--- src/rtl/cpu6502_pkg.sv ---
// Shared 6502 core definitions: interrupt vectors, sequencer state and
// interrupt-kind encodings.
package cpu6502_pkg;

    localparam logic [7:0] VEC_NMI = 8'hFA;
    localparam logic [7:0] VEC_RST = 8'hFC;
    localparam logic [7:0] VEC_IRQ = 8'hFE;

    typedef enum logic [1:0] {
        ST_RST = 2'd0,
        ST_RUN = 2'd1,
        ST_INT = 2'd2
    } state_t;

    typedef enum logic [1:0] {
        KIND_NMI = 2'd0,
        KIND_IRQ = 2'd1,
        KIND_BRK = 2'd2
    } int_kind_t;

endpackage

--- src/rtl/irq_sequencer_if.sv ---
// Handshake between the instruction decoder (master) and the interrupt
// sequencer (slave).
interface irq_sequencer_if;

    logic       READY;
    logic       sync;
    logic       p_i;
    logic       brk_op;
    logic       vec_fetch;
    logic       vec_done;
    logic       force_brk;
    logic       ipc_inhibit;
    logic       rw_inhibit;
    logic [7:0] vec_adl;
    logic       b_flag;
    logic       nmi_pend;

    modport master (
        output READY, sync, p_i, brk_op, vec_fetch, vec_done,
        input  force_brk, ipc_inhibit, rw_inhibit, vec_adl, b_flag, nmi_pend
    );

    modport slave (
        input  READY, sync, p_i, brk_op, vec_fetch, vec_done,
        output force_brk, ipc_inhibit, rw_inhibit, vec_adl, b_flag, nmi_pend
    );

endinterface

--- src/rtl/sync2.sv ---
// Two-flop synchronizer for an asynchronous pin; reset value selectable so
// active-low pins can come out of reset in their idle (high) state.
module sync2 #(
    parameter logic RST_VAL = 1'b1
) (
    input  logic i_clk,
    input  logic i_rst,
    input  logic i_d,
    output logic o_q
);

    logic r_ff1;
    logic r_ff2;

    // shift the pin through two flops, free-running regardless of READY
    always_ff @(posedge i_clk) begin
        if (i_rst) begin
            r_ff1 <= RST_VAL;
            r_ff2 <= RST_VAL;
        end else begin
            r_ff1 <= i_d;
            r_ff2 <= r_ff1;
        end
    end

    assign o_q = r_ff2;

endmodule

--- src/rtl/irq_sequencer.sv ---
// 6502 interrupt sequencer: synchronizes NMI/IRQ, latches NMI edges and
// steers the decoder through reset, IRQ, NMI and BRK vector sequences.
//
// state  | meaning
// -------+-----------------------------------------------------------
// ST_RST | reset sequence: forced BRK, stack writes inhibited, $FFFC
// ST_RUN | normal execution, interrupts sampled at sync
// ST_INT | servicing IRQ/NMI/BRK until the vector is loaded
module irq_sequencer
    import cpu6502_pkg::*;
(
    input  logic            i_clk,
    input  logic            i_rst,
    input  logic            NMI,
    input  logic            IRQ,
    irq_sequencer_if.slave  bus
);

    state_t    r_state;
    state_t    w_state_next;
    int_kind_t r_int_kind;
    logic      r_nmi_pend;
    logic      r_nmi_hist;

    logic      w_nmi_s;
    logic      w_irq_s;
    logic      w_nmi_fall;
    logic      w_irq_req;
    logic      w_boundary;
    logic      w_take_int;
    logic      w_take_brk;
    logic      w_nmi_clear;

    sync2 #(.RST_VAL(1'b1)) u_sync_nmi (
        .i_clk (i_clk),
        .i_rst (i_rst),
        .i_d   (NMI),
        .o_q   (w_nmi_s)
    );

    sync2 #(.RST_VAL(1'b1)) u_sync_irq (
        .i_clk (i_clk),
        .i_rst (i_rst),
        .i_d   (IRQ),
        .o_q   (w_irq_s)
    );

    assign w_nmi_fall  = r_nmi_hist & ~w_nmi_s;
    assign w_irq_req   = ~w_irq_s & ~bus.p_i;
    assign w_boundary  = (r_state == ST_RUN) & bus.sync & bus.READY;
    assign w_take_int  = w_boundary & (r_nmi_pend | w_irq_req);
    assign w_take_brk  = w_boundary & bus.brk_op & ~(r_nmi_pend | w_irq_req);
    // the $FFFA fetch is what consumes a pending NMI
    assign w_nmi_clear = bus.READY & (r_state == ST_INT) & bus.vec_fetch & r_nmi_pend;

    // edge history keeps running while READY is low so no NMI edge is missed
    always_ff @(posedge i_clk) begin
        if (i_rst) begin
            r_nmi_hist <= 1'b1;
        end else begin
            r_nmi_hist <= w_nmi_s;
        end
    end

    // NMI pending latch; a new edge wins over the clear in the same cycle
    always_ff @(posedge i_clk) begin
        if (i_rst) begin
            r_nmi_pend <= 1'b0;
        end else if (w_nmi_fall) begin
            r_nmi_pend <= 1'b1;
        end else if (w_nmi_clear) begin
            r_nmi_pend <= 1'b0;
        end
    end

    // record which service was started at the instruction boundary
    always_ff @(posedge i_clk) begin
        if (i_rst) begin
            r_int_kind <= KIND_IRQ;
        end else if (w_take_int) begin
            r_int_kind <= r_nmi_pend ? KIND_NMI : KIND_IRQ;
        end else if (w_take_brk) begin
            r_int_kind <= KIND_BRK;
        end
    end

    // state register, frozen while the core is stalled
    always_ff @(posedge i_clk) begin
        if (i_rst) begin
            r_state <= ST_RST;
        end else if (bus.READY) begin
            r_state <= w_state_next;
        end
    end

    // next-state decode
    always_comb begin
        w_state_next = r_state;
        case (r_state)
            ST_RST: begin
                if (bus.vec_done) begin
                    w_state_next = ST_RUN;
                end
            end
            ST_RUN: begin
                if (w_take_int || w_take_brk) begin
                    w_state_next = ST_INT;
                end
            end
            ST_INT: begin
                if (bus.vec_done) begin
                    w_state_next = ST_RUN;
                end
            end
            default: begin
                w_state_next = ST_RST;
            end
        endcase
    end

    // output decode; interrupt entry forces BRK in the sync cycle itself
    always_comb begin
        bus.force_brk   = 1'b0;
        bus.ipc_inhibit = 1'b0;
        bus.rw_inhibit  = 1'b0;
        bus.b_flag      = 1'b0;
        bus.vec_adl     = VEC_IRQ;
        case (r_state)
            ST_RST: begin
                bus.force_brk   = 1'b1;
                bus.ipc_inhibit = 1'b1;
                bus.rw_inhibit  = 1'b1;
                bus.vec_adl     = VEC_RST;
            end
            ST_RUN: begin
                bus.force_brk   = w_take_int;
                bus.ipc_inhibit = w_take_int;
            end
            ST_INT: begin
                bus.force_brk   = (r_int_kind != KIND_BRK);
                bus.ipc_inhibit = (r_int_kind != KIND_BRK);
                bus.b_flag      = (r_int_kind == KIND_BRK);
                bus.vec_adl     = r_nmi_pend ? VEC_NMI : VEC_IRQ;
            end
            default: begin
                bus.force_brk   = 1'b1;
                bus.ipc_inhibit = 1'b1;
                bus.rw_inhibit  = 1'b1;
                bus.vec_adl     = VEC_RST;
            end
        endcase
    end

    assign bus.nmi_pend = r_nmi_pend;

endmodule

--- src/flat_wrapper.sv ---
// flat-port wrapper written by rule: the top's interface ports become plain ports
module irq_sequencer_flat import cpu6502_pkg::*;
  (i_clk, i_rst, NMI, IRQ, bus_READY, bus_sync, bus_p_i, bus_brk_op, bus_vec_fetch, bus_vec_done, bus_force_brk, bus_ipc_inhibit, bus_rw_inhibit, bus_vec_adl, bus_b_flag, bus_nmi_pend);
  irq_sequencer_if bus_i ();
  input  logic i_clk;
  input  logic i_rst;
  input  logic NMI;
  input  logic IRQ;
  input wire logic [$bits(bus_i.READY)-1:0] bus_READY;
  input wire logic [$bits(bus_i.sync)-1:0] bus_sync;
  input wire logic [$bits(bus_i.p_i)-1:0] bus_p_i;
  input wire logic [$bits(bus_i.brk_op)-1:0] bus_brk_op;
  input wire logic [$bits(bus_i.vec_fetch)-1:0] bus_vec_fetch;
  input wire logic [$bits(bus_i.vec_done)-1:0] bus_vec_done;
  output wire logic [$bits(bus_i.force_brk)-1:0] bus_force_brk;
  output wire logic [$bits(bus_i.ipc_inhibit)-1:0] bus_ipc_inhibit;
  output wire logic [$bits(bus_i.rw_inhibit)-1:0] bus_rw_inhibit;
  output wire logic [$bits(bus_i.vec_adl)-1:0] bus_vec_adl;
  output wire logic [$bits(bus_i.b_flag)-1:0] bus_b_flag;
  output wire logic [$bits(bus_i.nmi_pend)-1:0] bus_nmi_pend;
  assign bus_i.READY = bus_READY;
  assign bus_i.sync = bus_sync;
  assign bus_i.p_i = bus_p_i;
  assign bus_i.brk_op = bus_brk_op;
  assign bus_i.vec_fetch = bus_vec_fetch;
  assign bus_i.vec_done = bus_vec_done;
  assign bus_force_brk = bus_i.force_brk;
  assign bus_ipc_inhibit = bus_i.ipc_inhibit;
  assign bus_rw_inhibit = bus_i.rw_inhibit;
  assign bus_vec_adl = bus_i.vec_adl;
  assign bus_b_flag = bus_i.b_flag;
  assign bus_nmi_pend = bus_i.nmi_pend;
  irq_sequencer u_core (.i_clk(i_clk), .i_rst(i_rst), .NMI(NMI), .IRQ(IRQ), .bus(bus_i));
endmodule
--- config.mk ---
export PLATFORM = sky130hd
export DESIGN_NAME = irq_sequencer_flat
export DESIGN_NICKNAME = d
export VERILOG_FILES = /design/src/rtl/cpu6502_pkg.sv /design/src/rtl/irq_sequencer_if.sv /design/src/rtl/sync2.sv /design/src/rtl/irq_sequencer.sv /design/src/flat_wrapper.sv
export SDC_FILE = /design/constraint.sdc
export NUM_CORES = 1
export LEC_CHECK = 0
export ABC_AREA = 1
export CAP_MARGIN = 20
export CORE_AREA = 3 3 40 42
export CTS_CLUSTER_SIZE = 10
export DETAILED_ROUTE_END_ITERATION = 10
export DIE_AREA = 0 0 43 45
export DONT_BUFFER_PORTS = 1
export MAX_ROUTING_LAYER = met4
export PLACE_DENSITY = 0.61
export SYNTH_ARGS = -nofsm -noshare
export SYNTH_HDL_FRONTEND = slang
export SYNTH_SLANG_ARGS = --single-unit
--- constraint.sdc ---
create_clock -name i_clk -period 1.8 [get_ports i_clk]
set_input_delay 0.36 -clock i_clk [delete_from_list [all_inputs] [get_ports i_clk]]
set_output_delay 0.36 -clock i_clk [all_outputs]
set_load 0.03 [all_outputs]
==> results of run 1 <==
## sequential cells by signal (all words and copies together), names as in the netlist
name and cells:
u_core.r_int_kind 2, u_core.r_state 2, u_core.bus.nmi_pend 1, u_core.r_nmi_hist 1, u_core.u_sync_irq.o_q 1, u_core.u_sync_irq.r_ff1 1
u_core.u_sync_nmi.o_q 1, u_core.u_sync_nmi.r_ff1 1
## repair_timing
| action | 4_1_cts | 5_1_grt |
|---|---|---|
| hold buffers | 0 | 0 |
| gates resized for setup | 3 | 4 |
| endpoints found under the setup margin | 3 | 4 |
| buffers inserted | 0 | 0 |
## stage by stage
| stage | area, sq um | setup TNS (ns) |
|---|---|---|
| after CTS | 619 | 0 |
| after floorplan | 572 | 0 |
| final | 637 | 0 |
| after global routing | 637 | -0.0648 |
| after global placement | 576 | 0 |
| after detailed placement | 576 | 0 |
## layout by cell type, fill, tap and decap left out, drive strengths merged, types with 3 or more instances in the layout
cell type	count
buf	5
o21ai	3
conb	6
or2	6
a21oi	3
nor2	7
nand3	4
clkbuf	4
dfxtp	10
ha	4
nand2	8
inv	9
## worst reg2reg max path, stage by stage, from the launching register on
cell     delay (ns)
dfxtp_4        0.38
inv_1          0.06
ha_1           0.24
nor2_1         0.15
nor2_1         0.07
nor2_1         0.20
nand3_1        0.11
nand2_1        0.07
nor2_1         0.03
## worst max-delay path by stage
stage                 startpoint              to  depth (start not counted)
6_report       u_core.r_state[1]  bus_vec_adl[2]                          5
5_1_grt        u_core.r_state[0]  bus_vec_adl[2]                          5
4_1_cts        u_core.r_state[1]   bus_force_brk                          7
3_5_place_dp   u_core.r_state[0]   bus_force_brk                          6
3_3_place_gp   u_core.r_state[0]   bus_force_brk                          6
2_1_floorplan  u_core.r_state[0]  bus_vec_adl[2]                          5
## area by class of cell
type / count / share of cell area (%)
repair buffers: 5 / 7.07
well taps: 15 / 2.95
flip-flops and latches: 10 / 32.2
inverters: 9 / 5.30
multi-input cells: 45 / 46.8
clock buffers: 4 / 5.70
## cell families after synthesis
group	after synthesis	share of synthesized area, %
other cells	2	1.37
fa+ha+maj	4	9.13
buf+inv	16	15.8
simple gates	27	26.5
compound gates	8	10.7
flops	10	36.5
## layer usage
layer	wire length (microns)	part of all wire, %
met1	369	41
met2	375	42
met3	149	17
met4	0	0
met5	0	0
## where the power goes
group | internal [W] | switching (W) | total (W)
combinational | 0.0000696 | 0.000139 | 0.000209
clock | 0.000123 | 0.0000699 | 0.000192
sequential | 0.000236 | 0.0000111 | 0.000247
total | 0.000428 | 0.000220 | 0.000648
==> results_dict.tcl, run 1 <==
set metrics [dict create \
    cts_tree "built" \
    hold_path_depth 1 \
    synth_cell_types 21 \
    synthArstFlopShare_pct 0 \
    regToRegSetupSlack_ns 0.38 \
    drv_slew 0 \
    place_hpwl_microns 736 \
    clockBufferDepth 2 \
    rsz0062_at_grt "true" \
    whs_endpoint "u_core.u_sync_irq.r_ff1" \
    drtIter0Drc 4 \
    drt-pass1-iter-count 3 \
    routabilityCongestion 0.779 \
    start_util_pct 42.6 \
    grt-ovfl-total 0 \
    reg2reg_depth 8 \
    finalHoldViolations 0 \
    cp_slowest_cell "dfxtp_2" \
    area_growth_pct 16.2 \
    final_util_pct 49.6 \
    holdWs_ns 0.194 \
    drive_above_1_share_pct 28.8 \
    die_area_sq_mm 0.00194 \
    synth-edff-count 0 \
    setup_viol 0 \
    worstSetupStartpointType "flip-flop" \
    met2_usage_pct 15.3 \
    seq_area_frac_synth_pct 36.5 \
    post-route-period-util_pct 95.9 \
    path_clk_slew_ns 0.06 \
    synth_area_per_cell_sq_um 8.18 \
    cp-end-kind "output pin" \
    grt_use_total_pct 10.5 \
    timing.rr.start "u_core.r_state[0]" \
    synth_common_cells "dfxtp_1 (10), inv_1 (9), buf_4 (7), nor2_1 (6), or2_1 (6)" \
    clkSinkCount 10 \
    crit_top_cell "inv_1" \
    cp_cell_sequence "inv_1 > ha_1 > inv_1 > nor2_1 > o21ai_2" \
    rows 13 \
    leakage_nw 0.292 \
    cp_max_fo 4 \
    min-delay-start "IRQ" \
    die_w_microns 43 \
    ios 23 \
    worst_slack_ns 0.0731 \
    netlist_area_sq_um 548 \
    min_period_ns 1.73 \
    drv_cap 0 \
    crit_arrival_ns 1.37 \
    antenna_found_initial 0 \
    drc_errors 0 \
    timing.rr.end "u_core.r_state[0]" \
    drt-wirelength-per-cell_microns 10.2 \
    portBuffers 0 \
    dp_cells 84 \
    grt_pass1_wl_microns 1390 \
    finalWirelength_microns 894 \
    worst_skew_pair.late_latency_ns 0.26 \
    post-place-ws_ns 0.236 \
    grt_start_max_net_pins 7 \
    synth_top_area_share_pct 36.5 \
    routed_via_density 4.55 \
    fp.coreArea_sq_mm 0.00128 \
    vias 400 \
    final-seq-area_sq_um 205 \
    status "finished clean" \
    ys_ff_latch 10 \
    grt.busiest_layer "met2" \
    finalClockSkew_ns 0.00430 \
    cts_buffers 3 \
    hold_path_class "primary input to flip-flop" \
    n_antenna_cell 0 \
    yosys-top-cells-area "dfxtp_1 (37%), buf_4 (9.6%), ha_1 (9.1%)" \
    p_per_area_mw_per_mm2 1020 \
    cp_num_buf_inv 2 \
    fillerInstances 132 \
    die_h_microns 45 \
    syn_inst 67 \
    grt_pass1_vias 366 \
    drtAntennaViolNets 0 \
    cpLargestDelayFamily "flip-flops" \
    cpPeakStageDelay_ns 0.36 \
    ctsHtreeMaxLevel 1 \
    clockRootBuffer "clkbuf_4" \
    power_w 0.000648 \
    post-synth-top-count-cell "dfxtp_1" \
    instances_no_fill 88 \
    synth_ff_type "dfxtp_1" \
    ir_worst_vdd_v 0.000645 \
    grt_use_met1_pct 10.8 \
    met3_usage_pct 7.17 \
    yosysTopAreaCell "dfxtp_1" \
    fmax_ghz 0.579 \
    multi_input_area_sq_um 298 \
    crit_type "flip-flop to output pin" \
    ys_warn_count 0 \
    nets 88 \
    required_ns 1.44 \
]
(Power assumes the default switching activity.)
==> run 2: changes to the inputs <==
clock period = 2.1 ns   (was 1.8 ns; I/O delays follow)
==> results_dict.tcl, run 2 (synthesis gave the netlist of run 1 again) <==
set metrics [dict create \
    status "finished clean" \
    worstSetupStartpointType "flip-flop" \
    cp_max_fo 4 \
    routed_via_density 4.71 \
    finalSetupTns_ns 0 \
    wl_met1_microns 360 \
    routabilityCongestion 0.806 \
    final_cell_mix "dfxtp_1 (10), inv_1 (9)" \
    fmax_ghz 0.525 \
    die_h_microns 45 \
    fillerInstances 149 \
    min-delay-start "IRQ" \
    finalWirelength_microns 881 \
    post-cts-setup-buffer-count 0 \
    grt_start_max_net_pins 7 \
    setup_viol 0 \
    cpPeakStageDelay_ns 0.34 \
    portBuffers 0 \
    rows 13 \
    finalClockSkew_ns 0.00646 \
    ios 23 \
    start_util_pct 42.6 \
    nets 89 \
    required_ns 1.68 \
    final_common_cell "dfxtp_1" \
    grt_pass1_wl_microns 1550 \
    vias 419 \
    min_period_ns 1.90 \
    place_hpwl_microns 746 \
    n_antenna_cell 0 \
    finalHoldViolations 0 \
    grt_use_total_pct 11.3 \
    drv_slew 0 \
    cts_tree "built" \
    cp_cell_sequence "inv_1 > ha_1 > nand2_2 > nor2_4 > nand2_2 > nand3_1 > buf_4" \
    leakage_nw 0.289 \
    grt_pass1_vias 418 \
    drv_cap 0 \
    post-route-period-util_pct 90.7 \
    fp.coreArea_sq_mm 0.00128 \
    cts_resized 0 \
    ctsHtreeMaxLevel 1 \
    area_growth_pct 11.4 \
    path_clk_slew_ns 0.07 \
    holdWs_ns 0.253 \
    crit_top_cell "nand2_2" \
    clockBufferDepth 2 \
    drtAntennaViolNets 0 \
    p_per_area_mw_per_mm2 892 \
    route.met3.wl_microns 116 \
    rsz0062_at_grt "false" \
    clockRootBuffer "clkbuf_4" \
    crit_arrival_ns 1.48 \
    cp_slowest_cell "dfxtp_1" \
    crit_type "flip-flop to output pin" \
    drtIter0Drc 13 \
    cp-startpoint "u_core.r_state[1]" \
    cts_hold_buffers 0 \
    cp-end-kind "output pin" \
    worst_skew_pair.late_latency_ns 0.26 \
    timing.rr.start "u_core.r_state[0]" \
    hold_path_class "primary input to flip-flop" \
    antenna_found_initial 0 \
    reg_top3 "u_core.r_int_kind: 2 flops, u_core.r_state: 2 flops" \
    drt-pass1-iter-count 4 \
    top_layer "met4" \
    drive_above_1_share_pct 23.0 \
    die_w_microns 43 \
    route.met2.wl_microns 390 \
    drc_errors 0 \
    ir_worst_vdd_v 0.000366 \
    grt-ovfl-total 0 \
    cts_buffers 3 \
    clkSinkCount 10 \
    die_area_sq_mm 0.00194 \
    drt-wirelength-per-cell_microns 9.90 \
]
run 2: per-layer routing:
layer / GRT usage, % / up-vias
met5: - / -
met4: 7.23 / 0
met3: 3.98 / 2
met2: 18.0 / 20
met1: 11.9 / 186
li1: - / 211
run 2: final timing paths:
check                             to  slack, ns  depth (start not counted)
max                    bus_force_brk       0.20                          7
min          u_core.u_sync_irq.r_ff1       0.25                          1
max reg2reg        u_core.r_state[0]       0.66                          8
min reg2reg    u_core.u_sync_irq.o_q       0.40                          1
run 2: power by group:
| part | total [W] | leakage, nW | internal (W) | switching, W |
|---|---|---|---|---|
| sequential | 0.000209 | 0.0823 | 0.000201 | 0.00000776 |
| combinational | 0.000169 | 0.186 | 0.0000541 | 0.000115 |
| clock | 0.000166 | 0.0210 | 0.000105 | 0.0000612 |
| total | 0.000544 | 0.289 | 0.000360 | 0.000184 |
run 2: through the flow:
step	instances	setup WS, ns	util [%]	cell area, sq um	total power [W]
after floorplan	71	0.150	-	563	0.000356
after global placement	85	0.492	44.7	574	0.000382
after detailed placement	85	0.466	44.7	574	0.000382
after CTS	89	0.178	47.5	611	0.000550
after global routing	89	0.0355	47.5	611	0.000577
final	89	0.195	47.5	611	0.000544
run 2: worst max-delay path, delay by kind of cell, from the launching register on:
| kind | cells | cell delay [ns] |
|---|---|---|
| adder cells (fa/ha/maj) | 1 | 0.24 |
| buffers and inverters | 2 | 0.30 |
| flip-flops | 1 | 0.34 |
| AND/OR/NAND/NOR | 4 | 0.35 |
run 2: final cells by class:
cell class / instances / area, sq um / area share [%]
repair buffers: 6 / 45.0 / 7.38
multi-input cells: 45 / 277 / 45.3
clock buffers: 4 / 36.3 / 5.94
flip-flops and latches: 10 / 200 / 32.8
well taps: 15 / 18.8 / 3.07
inverters: 9 / 33.8 / 5.53
==> run 3: changes to the inputs <==
SLEW_MARGIN = 20   (was not set)
==> results of run 3 <==
No change in the layout: final DEF, timing and power equal those of run 2.
